$ cat src/rtl/led_blink_pkg.sv
// led_blink_pkg: shared mode encoding and channel-index width helper
package led_blink_pkg;

    localparam int MODE_W = 2;

    typedef enum logic [MODE_W-1:0] {
        MODE_OFF   = 2'b00,
        MODE_ON    = 2'b01,
        MODE_BLINK = 2'b10,
        MODE_BURST = 2'b11
    } mode_e;

    // Channel-select width: at least one bit even for a single channel
    function automatic int ch_width(input int n);
        return (n <= 2) ? 1 : $clog2(n);
    endfunction

endpackage

$ cat src/rtl/blink_channel.sv
// blink_channel: per-LED settings, phase counter and burst sequencing
module blink_channel
    import led_blink_pkg::*;
#(
    parameter int PER_W = 16,
    parameter int CNT_W = 8
) (
    input  logic              clk,
    input  logic              rst_n,
    input  logic              i_tick,
    input  logic              i_load,
    input  logic [MODE_W-1:0] i_mode,
    input  logic [PER_W-1:0]  i_period,
    input  logic [PER_W-1:0]  i_on,
    input  logic [CNT_W-1:0]  i_count,
    output logic              o_led_raw,
    output logic              o_done
);

    mode_e            r_mode, w_mode_n;
    logic [PER_W-1:0] r_per, r_on, r_phase, w_per_n, w_on_n, w_phase_n, w_per_eff;
    logic [CNT_W-1:0] r_cnt, r_bcnt, w_cnt_n, w_bcnt_n;
    logic             w_run, w_wrap, w_led_n, w_done_n;

    assign w_per_eff = (r_per == '0) ? PER_W'(1) : r_per;
    assign w_run     = (r_mode == MODE_BLINK) || (r_mode == MODE_BURST);
    assign w_wrap    = (r_phase == w_per_eff - PER_W'(1));

    // State register: settings, counters and the registered LED/done outputs
    always_ff @(posedge clk or negedge rst_n) begin
        if (!rst_n) begin
            r_mode    <= MODE_OFF;
            r_per     <= '0;
            r_on      <= '0;
            r_cnt     <= '0;
            r_phase   <= '0;
            r_bcnt    <= '0;
            o_led_raw <= 1'b0;
            o_done    <= 1'b0;
        end else begin
            r_mode    <= w_mode_n;
            r_per     <= w_per_n;
            r_on      <= w_on_n;
            r_cnt     <= w_cnt_n;
            r_phase   <= w_phase_n;
            r_bcnt    <= w_bcnt_n;
            o_led_raw <= w_led_n;
            o_done    <= w_done_n;
        end
    end

    // Next state: a load always wins over tick advance and burst completion
    always_comb begin
        w_mode_n  = r_mode;
        w_per_n   = r_per;
        w_on_n    = r_on;
        w_cnt_n   = r_cnt;
        w_phase_n = r_phase;
        w_bcnt_n  = r_bcnt;
        w_done_n  = 1'b0;
        if (i_load) begin
            w_mode_n  = mode_e'(i_mode);
            w_per_n   = i_period;
            w_on_n    = i_on;
            w_cnt_n   = i_count;
            w_phase_n = '0;
            w_bcnt_n  = '0;
            if ((mode_e'(i_mode) == MODE_BURST) && (i_count == '0)) begin
                w_mode_n = MODE_OFF;
                w_done_n = 1'b1;
            end
        end else if (w_run && i_tick) begin
            w_phase_n = w_wrap ? '0 : r_phase + PER_W'(1);
            if ((r_mode == MODE_BURST) && w_wrap) begin
                w_bcnt_n = r_bcnt + CNT_W'(1);
                if (w_bcnt_n == r_cnt) begin
                    w_mode_n  = MODE_OFF;
                    w_phase_n = '0;
                    w_done_n  = 1'b1;
                end
            end
        end
    end

    // Output: LED computed from next state so it changes on the same edge
    always_comb begin
        w_led_n = (w_mode_n == MODE_ON) ||
                  (((w_mode_n == MODE_BLINK) || (w_mode_n == MODE_BURST)) && (w_phase_n < w_on_n));
    end

endmodule

$ cat src/rtl/led_blink_ctrl.sv
// led_blink_ctrl: multi-channel LED blinker with shared tick prescaler and config port
// Optional LED_ACTIVE_LOW_EN: invert led outputs (reset value all-ones)
module led_blink_ctrl
    import led_blink_pkg::*;
#(
    parameter int  NUM_CH  = 4,
    parameter int  CLK_DIV = 50000,
    parameter int  PER_W   = 16,
    parameter int  CNT_W   = 8,
    localparam int CH_W    = ch_width(NUM_CH)
) (
    input  logic              clk,
    input  logic              rst_n,
    input  logic              cfg_valid,
    output logic              cfg_ready,
    input  logic [CH_W-1:0]   cfg_ch,
    input  logic [MODE_W-1:0] cfg_mode,
    input  logic [PER_W-1:0]  cfg_period,
    input  logic [PER_W-1:0]  cfg_on,
    input  logic [CNT_W-1:0]  cfg_count,
    output logic              cfg_err,
    output logic [NUM_CH-1:0] led,
    output logic [NUM_CH-1:0] done
);

    localparam int PRE_W = $clog2(CLK_DIV);

    logic [PRE_W-1:0]  r_pre;
    logic              w_tick, w_acc, w_bad;
    logic [NUM_CH-1:0] w_led_raw;

    assign w_tick = (r_pre == PRE_W'(CLK_DIV - 1));
    assign w_acc  = cfg_valid && cfg_ready;
    assign w_bad  = ({1'b0, cfg_ch} >= (CH_W + 1)'(NUM_CH));

    // Free-running prescaler, untouched by config writes
    always_ff @(posedge clk or negedge rst_n) begin
        if (!rst_n) r_pre <= '0;
        else        r_pre <= w_tick ? '0 : r_pre + PRE_W'(1);
    end

    // Ready comes up one edge after reset; bad-address writes flag cfg_err
    always_ff @(posedge clk or negedge rst_n) begin
        if (!rst_n) begin
            cfg_ready <= 1'b0;
            cfg_err   <= 1'b0;
        end else begin
            cfg_ready <= 1'b1;
            cfg_err   <= w_acc && w_bad;
        end
    end

    for (genvar g = 0; g < NUM_CH; g++) begin : g_ch
        blink_channel #(
            .PER_W (PER_W),
            .CNT_W (CNT_W)
        ) u_ch (
            .clk       (clk),
            .rst_n     (rst_n),
            .i_tick    (w_tick),
            .i_load    (w_acc && !w_bad && (cfg_ch == CH_W'(g))),
            .i_mode    (cfg_mode),
            .i_period  (cfg_period),
            .i_on      (cfg_on),
            .i_count   (cfg_count),
            .o_led_raw (w_led_raw[g]),
            .o_done    (done[g])
        );
    end

`ifdef LED_ACTIVE_LOW_EN
    assign led = ~w_led_raw;
`else
    assign led = w_led_raw;
`endif

endmodule

$ cat config.mk
export PLATFORM = sky130hd
export DESIGN_NAME = led_blink_ctrl
export DESIGN_NICKNAME = d
export VERILOG_FILES = /design/src/rtl/led_blink_pkg.sv /design/src/rtl/blink_channel.sv /design/src/rtl/led_blink_ctrl.sv
export SDC_FILE = /design/constraint.sdc
export NUM_CORES = 1
export LEC_CHECK = 0
export ABC_AREA = 0
export BUFFER_PORTS_ARGS = -buffer_cell sky130_fd_sc_hd__buf_4
export CAP_MARGIN = 25
export CORE_ASPECT_RATIO = 1.2
export CORE_MARGIN = 2
export CORE_UTILIZATION = 57
export CTS_CLUSTER_DIAMETER = 100
export DETAILED_ROUTE_END_ITERATION = 16
export PLACE_DENSITY = 0.77
export SETUP_SLACK_MARGIN = 0.15
export SYNTH_ARGS = -nofsm -noshare
export SYNTH_HDL_FRONTEND = slang
export SYNTH_SLANG_ARGS = --single-unit
$ cat constraint.sdc
create_clock -name clk -period 5.2 [get_ports clk]
set_clock_uncertainty 0.1 [all_clocks]
set_input_delay 1.3 -clock clk [delete_from_list [all_inputs] [get_ports clk]]
set_output_delay 1.3 -clock clk [all_outputs]
set_load 0.005 [all_outputs]
==> qor.txt, run 1 <==
Hold Violations, Final: 0
fmax: 203 MHz
std cell rows: 68
Top Family by Delay on Critical Path: compound AO/OA/AOI/OAI gates
DPL Wire Length: 32.8 mm
Ys Warns: 0
final setup fails: 0
Yosys top cell area share: 0.430
routed len/inst: 19.4 um
Fin Hold WS: 0.379 ns
unique cell type count in the Yosys netlist: 75
DP Worst Slack: 0.125 ns
Worst Setup Start Kind: flop
vias in the first global route: 13,500
Rel. slew slack: 0.481
Top Ports: 57
Clk pin slew, worst setup/hold paths: 0.07 ns
EDFF count, synth: 0
grt met2 use: 0.478
simple-gate share of the synthesized area: 0.256
largest family of logic cells by synthesized area: simple AND/OR/NAND/NOR gates
synthesized net count: 2,025
period utilization: 0.946
# H-tree levels: 1
port bufs: 55
Synth Area in Adders: 0.0543
CP Buf/Inv Count: 2
Critical Path Sink Type: flop
Core ar.: 28,900 um^2
arrival time worst endpoint: 5.25 ns
post-synthesis compound-gate area fraction: 0.0796
Async SR Flop Fraction: 1.00
routed via count: 14,100
area leader, netlist: dfrtp_1
xor-xnor portion of the synthesized cell area: 0.104
Vert. Die Dim: 192 um
Setup WS post-layout: 0.280 ns
clock latency on the worst-skew pair: 0.57 ns
Setup CP Type: flop to flop
DRC marker count from the first detailed-route iteration: 1,258
# DRC: 0
Placer Congestion: 0.933
most frequent cells in the layout: nand2_1 (404), dfrtp_1 (283), nor2_1 (153)
Peak VDD IR: 0.000248 V
WL final: 46.3 mm
Antenna Cells: 0
Power Total: 6670 uW
Slew @ Worst Pin: 0.768 ns
sequential area share after synthesis: 0.430
DRT antenna net count: 0
fin nets: 2,097
CP max stage delay: 0.54 ns
CP cell instances: or4_4 > or3_4 > o31a_1 > ha_4 > nor3b_4 > a221o_1 > o311a_1 > o41ai_2 > nand4_1 > a2111oi_4 > or2_4 > buf_6 > buf_6 > nor2_2 > ha_4 > o21ai_2 > nand2b_1 > a21oi_2 > o21ai_1 > a21oi_2 > a221oi_2 > a31oi_1
Hold/Removal Path Class: flop to flop
Area growth syn-to-layout: 14.1%
pwr/cell area: 347 nW/um^2
Slew Limit Fails: 0
synth top area cells: dfrtp_1 (43%), nand2_1 (9.1%), xnor2_1 (5.8%), ha_1 (5.4%), xor2_1 (4.6%)
GRT met3 Usage: 0.0469
RSZ-0062 raised after global routing: false
share of synthesized area spent on multiplexers: 0.0340
clock sink count: 289
share of layout cells above drive strength 1: 0.121
gr usage total: 0.294
leak pwr: 0.00911 uW
largest net degree at the start of global routing: 103
hold_sp: g_ch[2].u_ch.r_on[0]
Final Critical Period: 4.92 ns
RR Startpoint: g_ch[0].u_ch.r_per[6]
cts bufs inserted: 30
syn avg cell area: 8.84 um^2
Max FO, Critical Path: 8
Clock Tree Root: clkbuf_16
GRT met1 Usage: 0.387
cell area after synthesis: 16,800 um^2
DR pass1 iterations: 6
status: finished clean
Syn Inst Count: 1,905
width of the die: 161 um
full die area: 30,900 um^2
global route overflow: 0
Crit. Startpoint: g_ch[0].u_ch.r_per[6]
DR vias/cell: 5.93
CTS tree: yes
maxcap violations: 0
CP required: 5.53 ns
initial antenna violation count: 0
Clock Path Buffers: 3
critical path's slowest cell: or4_4
Hold Buf Count CTS: 0
Starting Density: 0.582
commonest non-fill, non-tap cell in the layout: nand2_1
Setup TNS: 0 ns
dominant synthesized flop cell: dfrtp_1
GRT busiest layer: met2
FF+latch count, synth: 289
first-pass GRT wire length: 71.6 mm
==> logic make-up (layout without fill, tap and decap cells) <==
group,count (synthesis),in the layout
AOI/OAI and AO/OA,209,209
xor gates and xnor gates,200,200
adders and majority gates,73,73
buffers and inverters,172,265
DFF,289,289
muxes,57,57
other,2,2
and+or+nand+nor,903,904
==> power breakdown <==
group	total [uW]	internal, uW	switching (uW)
Clock	2330	1390	939
Sequential	2850	2550	301
Combinational	1500	658	837
==> per-stage QoR <==
| stage | instance area [um^2] | util | std cells |
|---|---|---|---|
| 2_1_floorplan | 16800 | - | 1905 |
| 3_3_place_gp | 17700 | 0.612 | 2305 |
| 3_5_place_dp | 17700 | 0.612 | 2305 |
| 4_1_cts | 18800 | 0.650 | 2361 |
| 5_1_grt | 19200 | 0.664 | 2384 |
| 6_report | 19200 | 0.664 | 2384 |
==> repair_timing <==
item	in CTS	in global routing
endpoints found under the hold margin	0	0
setup buffers	2	22
setup endpoints to repair	2	5
gates resized for setup	4	56
gates cloned	0	1
pin swaps	2	31
==> flip-flops by register name (all words and copies together) (netlist names) <==
register             cells
g_ch.u_ch.r_per         64
g_ch.u_ch.r_phase       64
cfg_ready                1
r_pre                   16
g_ch.u_ch.r_bcnt        32
g_ch.u_ch.o_done         4
g_ch.u_ch.r_cnt         32
g_ch.u_ch.r_mode         8
g_ch.u_ch.r_on          64
g_ch.u_ch.o_led_raw      4
==> tightest hold or removal path, delay by kind of cell, from the launching register on <==
family / cells / cell delay, ns
and+or+nand+nor: 2 / 0.12
DFF: 1 / 0.32
==> routing by layer <==
metal,up-vias,share of wire
li1,6601,-
met4,0,0.053
met1,6879,0.41
met5,-,0
met2,512,0.47
met3,136,0.070
==> path summary, 6_finish.rpt <==
| check | to | slack (ns) | depth (start not counted) |
|---|---|---|---|
| hold reg to reg | g_ch[2].u_ch.r_on[0] | 0.38 | 2 |
| setup / recovery | g_ch[0].u_ch.o_led_raw | 0.28 | 22 |
| min in group asynchronous | g_ch[3].u_ch.r_phase[1] | 0.64 | 1 |
| hold / removal | g_ch[2].u_ch.r_on[0] | 0.38 | 2 |
| setup reg to reg | g_ch[0].u_ch.o_led_raw | 0.28 | 22 |
| max in group asynchronous | g_ch[2].u_ch.r_phase[8] | 3.26 | 2 |
==> cell usage after synthesis, drive strengths merged, types with 8 or more instances <==
library cell  instances
nor3b                18
ha                   73
a31oi                10
or4                  14
clkbuf               58
nor3                 33
nand3                54
nor2b                13
xor2                 88
nor2                158
o31ai                 9
dfrtp               289
inv                  96
a21oi                55
or3                  26
mux2i                55
and2                 28
nand2               407
nand4                47
a21o                 13
or2                  10
buf                  18
xnor2               112
nand2b               12
and3                 21
o21ai                64
o211ai                8
nor4                 29
==> cell type report <==
cell class / count / area, um^2
timing repair buffer: 115 / 895
clock inverter: 16 / 219
multi-input combinational: 1445 / 9170
fill: 2282 / 9720
inverter: 96 / 360
tap: 385 / 482
sequential: 289 / 7240
clock buffer: 38 / 842
Note: power is estimated with default switching activity, not from simulation.
==> run 2, diff against run 1 <==
Clock period 5.2 ns to 4.4 ns, I/O delays scaled along.
==> qor.txt, run 2 (synthesis results as in run 1) <==
Non-Filler Instances: 2,502 (was 2,384)
Worst Setup Start Kind: flop (unchanged)
port bufs: 55 (unchanged)
Fin Hold WS: 0.382 ns (was 0.379 ns)
DRC marker count from the first detailed-route iteration: 1,163 (was 1,258)
Power Total: 8070 uW (was 6670 uW)
vias in the first global route: 14,600 (was 13,500)
DR vias/cell: 5.80 (was 5.93)
fin nets: 2,216 (was 2,097)
first-pass GRT wire length: 75.8 mm (was 71.6 mm)
fmax: 211 MHz (was 203 MHz)
Switch Pwr: 2510 uW (was 2080 uW)
power share of the combinational group: 0.267 (was 0.224)
gr usage total: 0.313 (was 0.294)
filler instances: 2,230 (was 2,282)
Flop pwr share: 0.405 (was 0.427)
Top Ports: 57 (unchanged)
GRT met3 Usage: 0.0680 (was 0.0469)
width of the die: 161 um (unchanged)
most frequent cells in the layout: nand2_1 (403), dfrtp_1 (288), buf_4 (227) (was nand2_1 (404), dfrtp_1 (283), nor2_1 (153))
Area growth syn-to-layout: 20.5% (was 14.1%)
Max FO, Critical Path: 5 (was 8)
Hold Violations, Final: 0 (unchanged)
Final Critical Period: 4.73 ns (was 4.92 ns)
Peak VDD IR: 0.000358 V (was 0.000248 V)
grt met2 use: 0.522 (was 0.478)
# H-tree levels: 1 (unchanged)
DPL Wire Length: 35.8 mm (was 32.8 mm)
GRT busiest layer: met2 (unchanged)
internal power: 5560 uW (was 4590 uW)
CP Buf/Inv Count: 0 (was 2)
routed via count: 14,500 (was 14,100)
Vert. Die Dim: 192 um (unchanged)
share of layout cells above drive strength 1: 0.181 (was 0.121)
pwr/cell area: 398 nW/um^2 (was 347 nW/um^2)
failing checks: negative setup slack
Slew Limit Fails: 0 (unchanged)
CP cell instances: or4_4 > or3_4 > o31a_1 > ha_2 > nor3b_4 > a221o_1 > o311a_1 > o41ai_2 > nand4_1 > a2111oi_4 > or2_4 > nor2_2 > ha_1 > nor2b_1 > o21ai_1 > nand2b_1 > a21oi_1 > o21ai_1 > a21oi_2 > a221oi_2 > a31oi_1 (was or4_4 > or3_4 > o31a_1 > ha_4 > nor3b_4 > a221o_1 > o311a_1 > o41ai_2 > nand4_1 > a2111oi_4 > or2_4 > buf_6 > buf_6 > nor2_2 > ha_4 > o21ai_2 > nand2b_1 > a21oi_2 > o21ai_1 > a21oi_2 > a221oi_2 > a31oi_1)
final setup fails: 3 (was 0)
Setup WS post-layout: -0.331 ns (was 0.280 ns)
# DRC: 0 (unchanged)
status: finished, violations left (was finished clean)
Placer Congestion: 0.945 (was 0.933)
Critical Path Sink Type: flop (unchanged)
largest net degree at the start of global routing: 102 (was 103)
RSZ-0062 raised after global routing: true (was false)
full die area: 30,900 um^2 (unchanged)
sw frac: 0.311 (about the same)
Hold/Removal Path Class: flop to flop (unchanged)
Top Family by Delay on Critical Path: compound AO/OA/AOI/OAI gates (unchanged)
Clk pin slew, worst setup/hold paths: 0.06 ns (was 0.07 ns)
std cell rows: 68 (unchanged)
Clock Tree Root: clkbuf_16 (unchanged)
DRT antenna net count: 0 (unchanged)
clock network fraction of design power: 0.328 (was 0.349)
GRT met1 Usage: 0.386 (was 0.387)
initial antenna violation count: 1 (was 0)
cts bufs inserted: 30 (unchanged)
WL final: 48.7 mm (was 46.3 mm)
clock latency on the worst-skew pair: 0.56 ns (was 0.57 ns)
global route overflow: 0 (unchanged)
CP required: 4.72 ns (was 5.53 ns)
Most common cell on crit path: o21ai_1
Rel. slew slack: 0.442 (was 0.481)
DR pass1 iterations: 5 (was 6)
Core ar.: 28,900 um^2 (unchanged)
CTS tree: yes (unchanged)
commonest non-fill, non-tap cell in the layout: nand2_1 (unchanged)
Setup CP Type: flop to flop (unchanged)
routed len/inst: 19.5 um (was 19.4 um)
CP max stage delay: 0.53 ns (was 0.54 ns)
Clock Path Buffers: 3 (unchanged)
period utilization: 1.08 (was 0.946)
clock sink count: 289 (unchanged)
Starting Density: 0.582 (unchanged)
critical path's slowest cell: or4_4 (unchanged)
arrival time worst endpoint: 5.05 ns (was 5.25 ns)
Hold Buf Count CTS: 0 (unchanged)
Slew @ Worst Pin: 0.838 ns (was 0.768 ns)
DP Worst Slack: -0.372 ns (was 0.125 ns)
Placed Instances: 2,432 (was 2,305)
maxcap violations: 0 (unchanged)
leak pwr: 0.00971 uW (was 0.00911 uW)
Setup TNS: -0.633 ns (was 0 ns)
top flop regs: g_ch.u_ch.r_on: 64 flops, g_ch.u_ch.r_per: 64 flops, g_ch.u_ch.r_phase: 64 flops (unchanged)
## run 2: cell count changes in the layout (fill, tap and decap cells not counted), sizes merged
cell	previous run	this run
diode	0	1
or2	11	10
clkinvlp	4	1
clkbuf	38	45
bufinv	5	2
inv	97	96
buf	115	235
clkinv	6	4
## run 2: final cells by class
class | instances | area, um^2 | area share
Antenna cell | 1 | 2.50 | 0.000123
Clock buffer | 45 | 938 | 0.0463
Clock inverter | 7 | 87.6 | 0.00432
Inverter | 96 | 360 | 0.0178
Multi-Input combinational cell | 1444 | 9350 | 0.461
Sequential cell | 289 | 7230 | 0.357
Tap cell | 385 | 482 | 0.0238
Timing Repair Buffer | 235 | 1820 | 0.0896
## run 2: layer usage
metal / vias up / routed length [um]
met3: 153 / 3660
met1: 7062 / 19400
met4: 0 / 2460
li1: 6835 / -
met5: - / 0
met2: 463 / 23200
## run 2: timing repair
| action | CTS | global route |
|---|---|---|
| buffers inserted | 4 | 13 |
| pin swaps | 11 | 42 |
| resized for setup | 19 | 44 |
| endpoints found under the setup margin | 4 | 5 |
## run 2: path summary, 6_finish.rpt
path                                        from                     end  slack, ns  cells after the start
max                        g_ch[0].u_ch.r_per[4]  g_ch[0].u_ch.o_led_raw      -0.33                     21
min                                     r_pre[0]                r_pre[0]       0.38                      1
max reg2reg                g_ch[0].u_ch.r_per[4]  g_ch[0].u_ch.o_led_raw      -0.33                     21
min reg2reg                             r_pre[0]                r_pre[0]       0.38                      1
max in group asynchronous                  rst_n  g_ch[3].u_ch.r_per[14]       2.81                      2
min in group asynchronous                  rst_n  g_ch[2].u_ch.r_bcnt[4]       0.47                      1
## run 2: stage by stage
stage               utilization  area (um^2)
floorplan                     -        17000
global placement          0.651        18800
detailed placement        0.651        18800
CTS                       0.690        20000
global route              0.701        20300
finish                    0.701        20300
## run 2: worst reg2reg max path: cells and delay by family (launching register included)
family / cells / cell delay (ns)
compound gates: 11 / 1.87
simple gates: 8 / 1.77
fa+ha+maj: 2 / 0.48
flops: 1 / 0.38
## run 2: power by group through the flow
| stage | combinational (uW) | sequential (uW) | clock (uW) |
|---|---|---|---|
| after floorplan | 1240 | 3270 | 0 |
| after global placement | 1950 | 3280 | 0 |
| after detailed placement | 2020 | 3300 | 0 |
| after CTS | 2070 | 3260 | 2670 |
| after global routing | 2370 | 3300 | 2770 |
| final | 2150 | 3270 | 2640 |
==> run 3, diff against run 2 <==
Settings changed: RECOVER_POWER set to 50.
==> qor.txt, run 3 (synthesis results as in run 1) <==
hold_sp: r_pre[0] (unchanged)
Crit. Startpoint: g_ch[0].u_ch.r_per[4] (unchanged)
internal power: 5550 uW (was 5560 uW)
clock network fraction of design power: 0.328 (about the same)
status: finished, violations left (unchanged)
Final Critical Period: 4.73 ns (about the same)
WL final: 48.7 mm (about the same)
global route overflow: 0 (unchanged)
DP Worst Slack: -0.372 ns (unchanged)
final setup fails: 3 (unchanged)
pwr/cell area: 399 nW/um^2 (was 398 nW/um^2)
Setup WS post-layout: -0.334 ns (was -0.331 ns)
share of layout cells above drive strength 1: 0.179 (was 0.181)
fmax: 211 MHz (about the same)
DP Area: 18,800 um^2 (unchanged)
Starting Density: 0.582 (unchanged)
Slew @ Worst Pin: 2.60 ns (was 0.838 ns)
arrival time worst endpoint: 5.05 ns (about the same)
RSZ-0062 raised after global routing: true (unchanged)
Clock Path Buffers: 3 (unchanged)
GRT met1 Usage: 0.386 (unchanged)
DRC marker count from the first detailed-route iteration: 1,164 (was 1,163)
# H-tree levels: 1 (unchanged)
top flop regs: g_ch.u_ch.r_on: 64 flops, g_ch.u_ch.r_per: 64 flops, g_ch.u_ch.r_phase: 64 flops (unchanged)
DR vias/cell: 5.80 (about the same)
Peak VDD IR: 0.000358 V (about the same)
vias in the first global route: 14,600 (unchanged)
Rel. slew slack: -0.735 (was 0.442)
RR Startpoint: g_ch[0].u_ch.r_per[4] (unchanged)
R2R setup slack: -0.33 ns (about the same)
filler instances: 2,245 (was 2,230)
Top Ports: 57 (unchanged)
GRT busiest layer: met2 (unchanged)
power share of the combinational group: 0.266 (was 0.267)
sw frac: 0.311 (about the same)
DR pass1 iterations: 5 (unchanged)
initial antenna violation count: 1 (unchanged)
grt met2 use: 0.522 (unchanged)
R2R depth: 21 (unchanged)
most frequent cells in the layout: nand2_1 (403), dfrtp_1 (288), buf_4 (221) (was nand2_1 (403), dfrtp_1 (288), buf_4 (227))
Flop pwr share: 0.405 (about the same)
routed len/inst: 19.5 um (about the same)
CTS tree: yes (unchanged)
Power Total: 8060 uW (was 8070 uW)
DRT antenna net count: 0 (unchanged)
routed via count: 14,500 (about the same)
failing checks: max-capacitance violations, max-slew violations, negative setup slack (was negative setup slack)
Antenna Cells: 0 (was 1)
clock latency on the worst-skew pair: 0.56 ns (about the same)
Clk pin slew, worst setup/hold paths: 0.06 ns (about the same)
gr usage total: 0.313 (unchanged)
Setup CP Type: flop to flop (unchanged)
Max FO, Critical Path: 5 (unchanged)
first-pass GRT wire length: 75.8 mm (unchanged)
Critical Path Sink Type: flop (unchanged)
std cell rows: 68 (unchanged)
crit path capture: g_ch[0].u_ch.o_led_raw (unchanged)
Hold/Removal Path Class: flop to flop (unchanged)
Hold Buf Count CTS: 0 (unchanged)
Worst Setup Start Kind: flop (unchanged)
Core ar.: 28,900 um^2 (unchanged)
full die area: 30,900 um^2 (unchanged)
port bufs: 55 (unchanged)
CP required: 4.72 ns (about the same)
Switch Pwr: 2510 uW (about the same)
Area growth syn-to-layout: 20.1% (was 20.5%)
Clock Tree Root: clkbuf_16 (unchanged)
period utilization: 1.08 (about the same)
GRT met3 Usage: 0.0680 (unchanged)
Vert. Die Dim: 192 um (unchanged)
Hold Violations, Final: 0 (unchanged)
cts bufs inserted: 30 (unchanged)
post-route cell area: 20,200 um^2 (was 20,300 um^2)
fin nets: 2,216 (unchanged)
# DRC: 0 (unchanged)
commonest non-fill, non-tap cell in the layout: nand2_1 (unchanged)
leak pwr: 0.00968 uW (was 0.00971 uW)
reg-to-reg endpoint: g_ch[0].u_ch.o_led_raw (unchanged)
maxcap violations: 1 (was 0)
width of the die: 161 um (unchanged)
DPL Wire Length: 35.8 mm (unchanged)
clock sink count: 289 (unchanged)
Slew Limit Fails: 102 (was 0)
Placer Congestion: 0.945 (unchanged)
Setup TNS: -0.642 ns (was -0.633 ns)
largest net degree at the start of global routing: 102 (unchanged)
run 3: cell types whose count changed in the layout (fill, tap and decap cells not counted):
cell,previous run,this run
clkbuf_2,0,4
clkbuf_1,3,8
buf_4,227,221
diode_2,1,0
buf_8,1,0
buf_12,2,0
run 3: area by class of cell:
type | instances | area, um^2 | share of cell area
Clock inverter | 7 | 87.6 | 0.00433
Clock buffer | 45 | 938 | 0.0464
Inverter | 96 | 360 | 0.0178
Timing Repair Buffer | 235 | 1750 | 0.0868
Sequential cell | 289 | 7230 | 0.358
Tap cell | 385 | 482 | 0.0238
Multi-Input combinational cell | 1444 | 9350 | 0.463
run 3: through the flow:
step | util | cells | hold WS [ns]
6_report | 0.699 | 2501 | 0.382
3_5_place_dp | 0.651 | 2432 | 0.375
2_1_floorplan | - | 1905 | 0.334
4_1_cts | 0.690 | 2488 | 0.383
5_1_grt | 0.699 | 2501 | 0.391
3_3_place_gp | 0.651 | 2432 | 0.360
run 3: what timing repair did:
action / in CTS / in global routing
setup buffers: 4 / 13
endpoints found under the setup margin: 4 / 5
pin swaps: 11 / 42
gates resized for setup: 19 / 44
run 3: critical path, stage by stage (launching register included):
cell	delay, ns
dfrtp_1	0.38
or4_4	0.53
or3_4	0.38
o31a_1	0.27
ha_2	0.19
nor3b_4	0.16
a221o_1	0.31
o311a_1	0.12
o41ai_2	0.08
nand4_1	0.21
a2111oi_4	0.37
or2_4	0.23
nor2_2	0.06
ha_1	0.29
nor2b_1	0.13
o21ai_1	0.07
nand2b_1	0.07
a21oi_1	0.06
o21ai_1	0.17
a21oi_2	0.08
a221oi_2	0.27
a31oi_1	0.07
run 3: worst min-delay path by stage:
stage                     cells past startpoint                    to
final                                         1              r_pre[0]
after global routing                          1              r_pre[0]
after CTS                                     1              r_pre[0]
after detailed placement                      1              r_pre[0]
after global placement                        1              r_pre[0]
after floorplan                               2  g_ch[2].u_ch.r_on[0]
run 3: power by group through the flow:
| stage | Clock (uW) | Combinational (uW) | Sequential, uW |
|---|---|---|---|
| 6_report | 2640 | 2150 | 3270 |
| 5_1_grt | 2770 | 2360 | 3310 |
| 4_1_cts | 2670 | 2070 | 3260 |
| 3_5_place_dp | 0 | 2020 | 3300 |
| 3_3_place_gp | 0 | 1950 | 3280 |
| 2_1_floorplan | 0 | 1240 | 3270 |
run 3: per-layer routing:
layer,routed length [um],up-vias
li1,-,6835
met1,19200,7033
met2,23300,474
met3,3780,152
met4,2430,2
met5,13,-
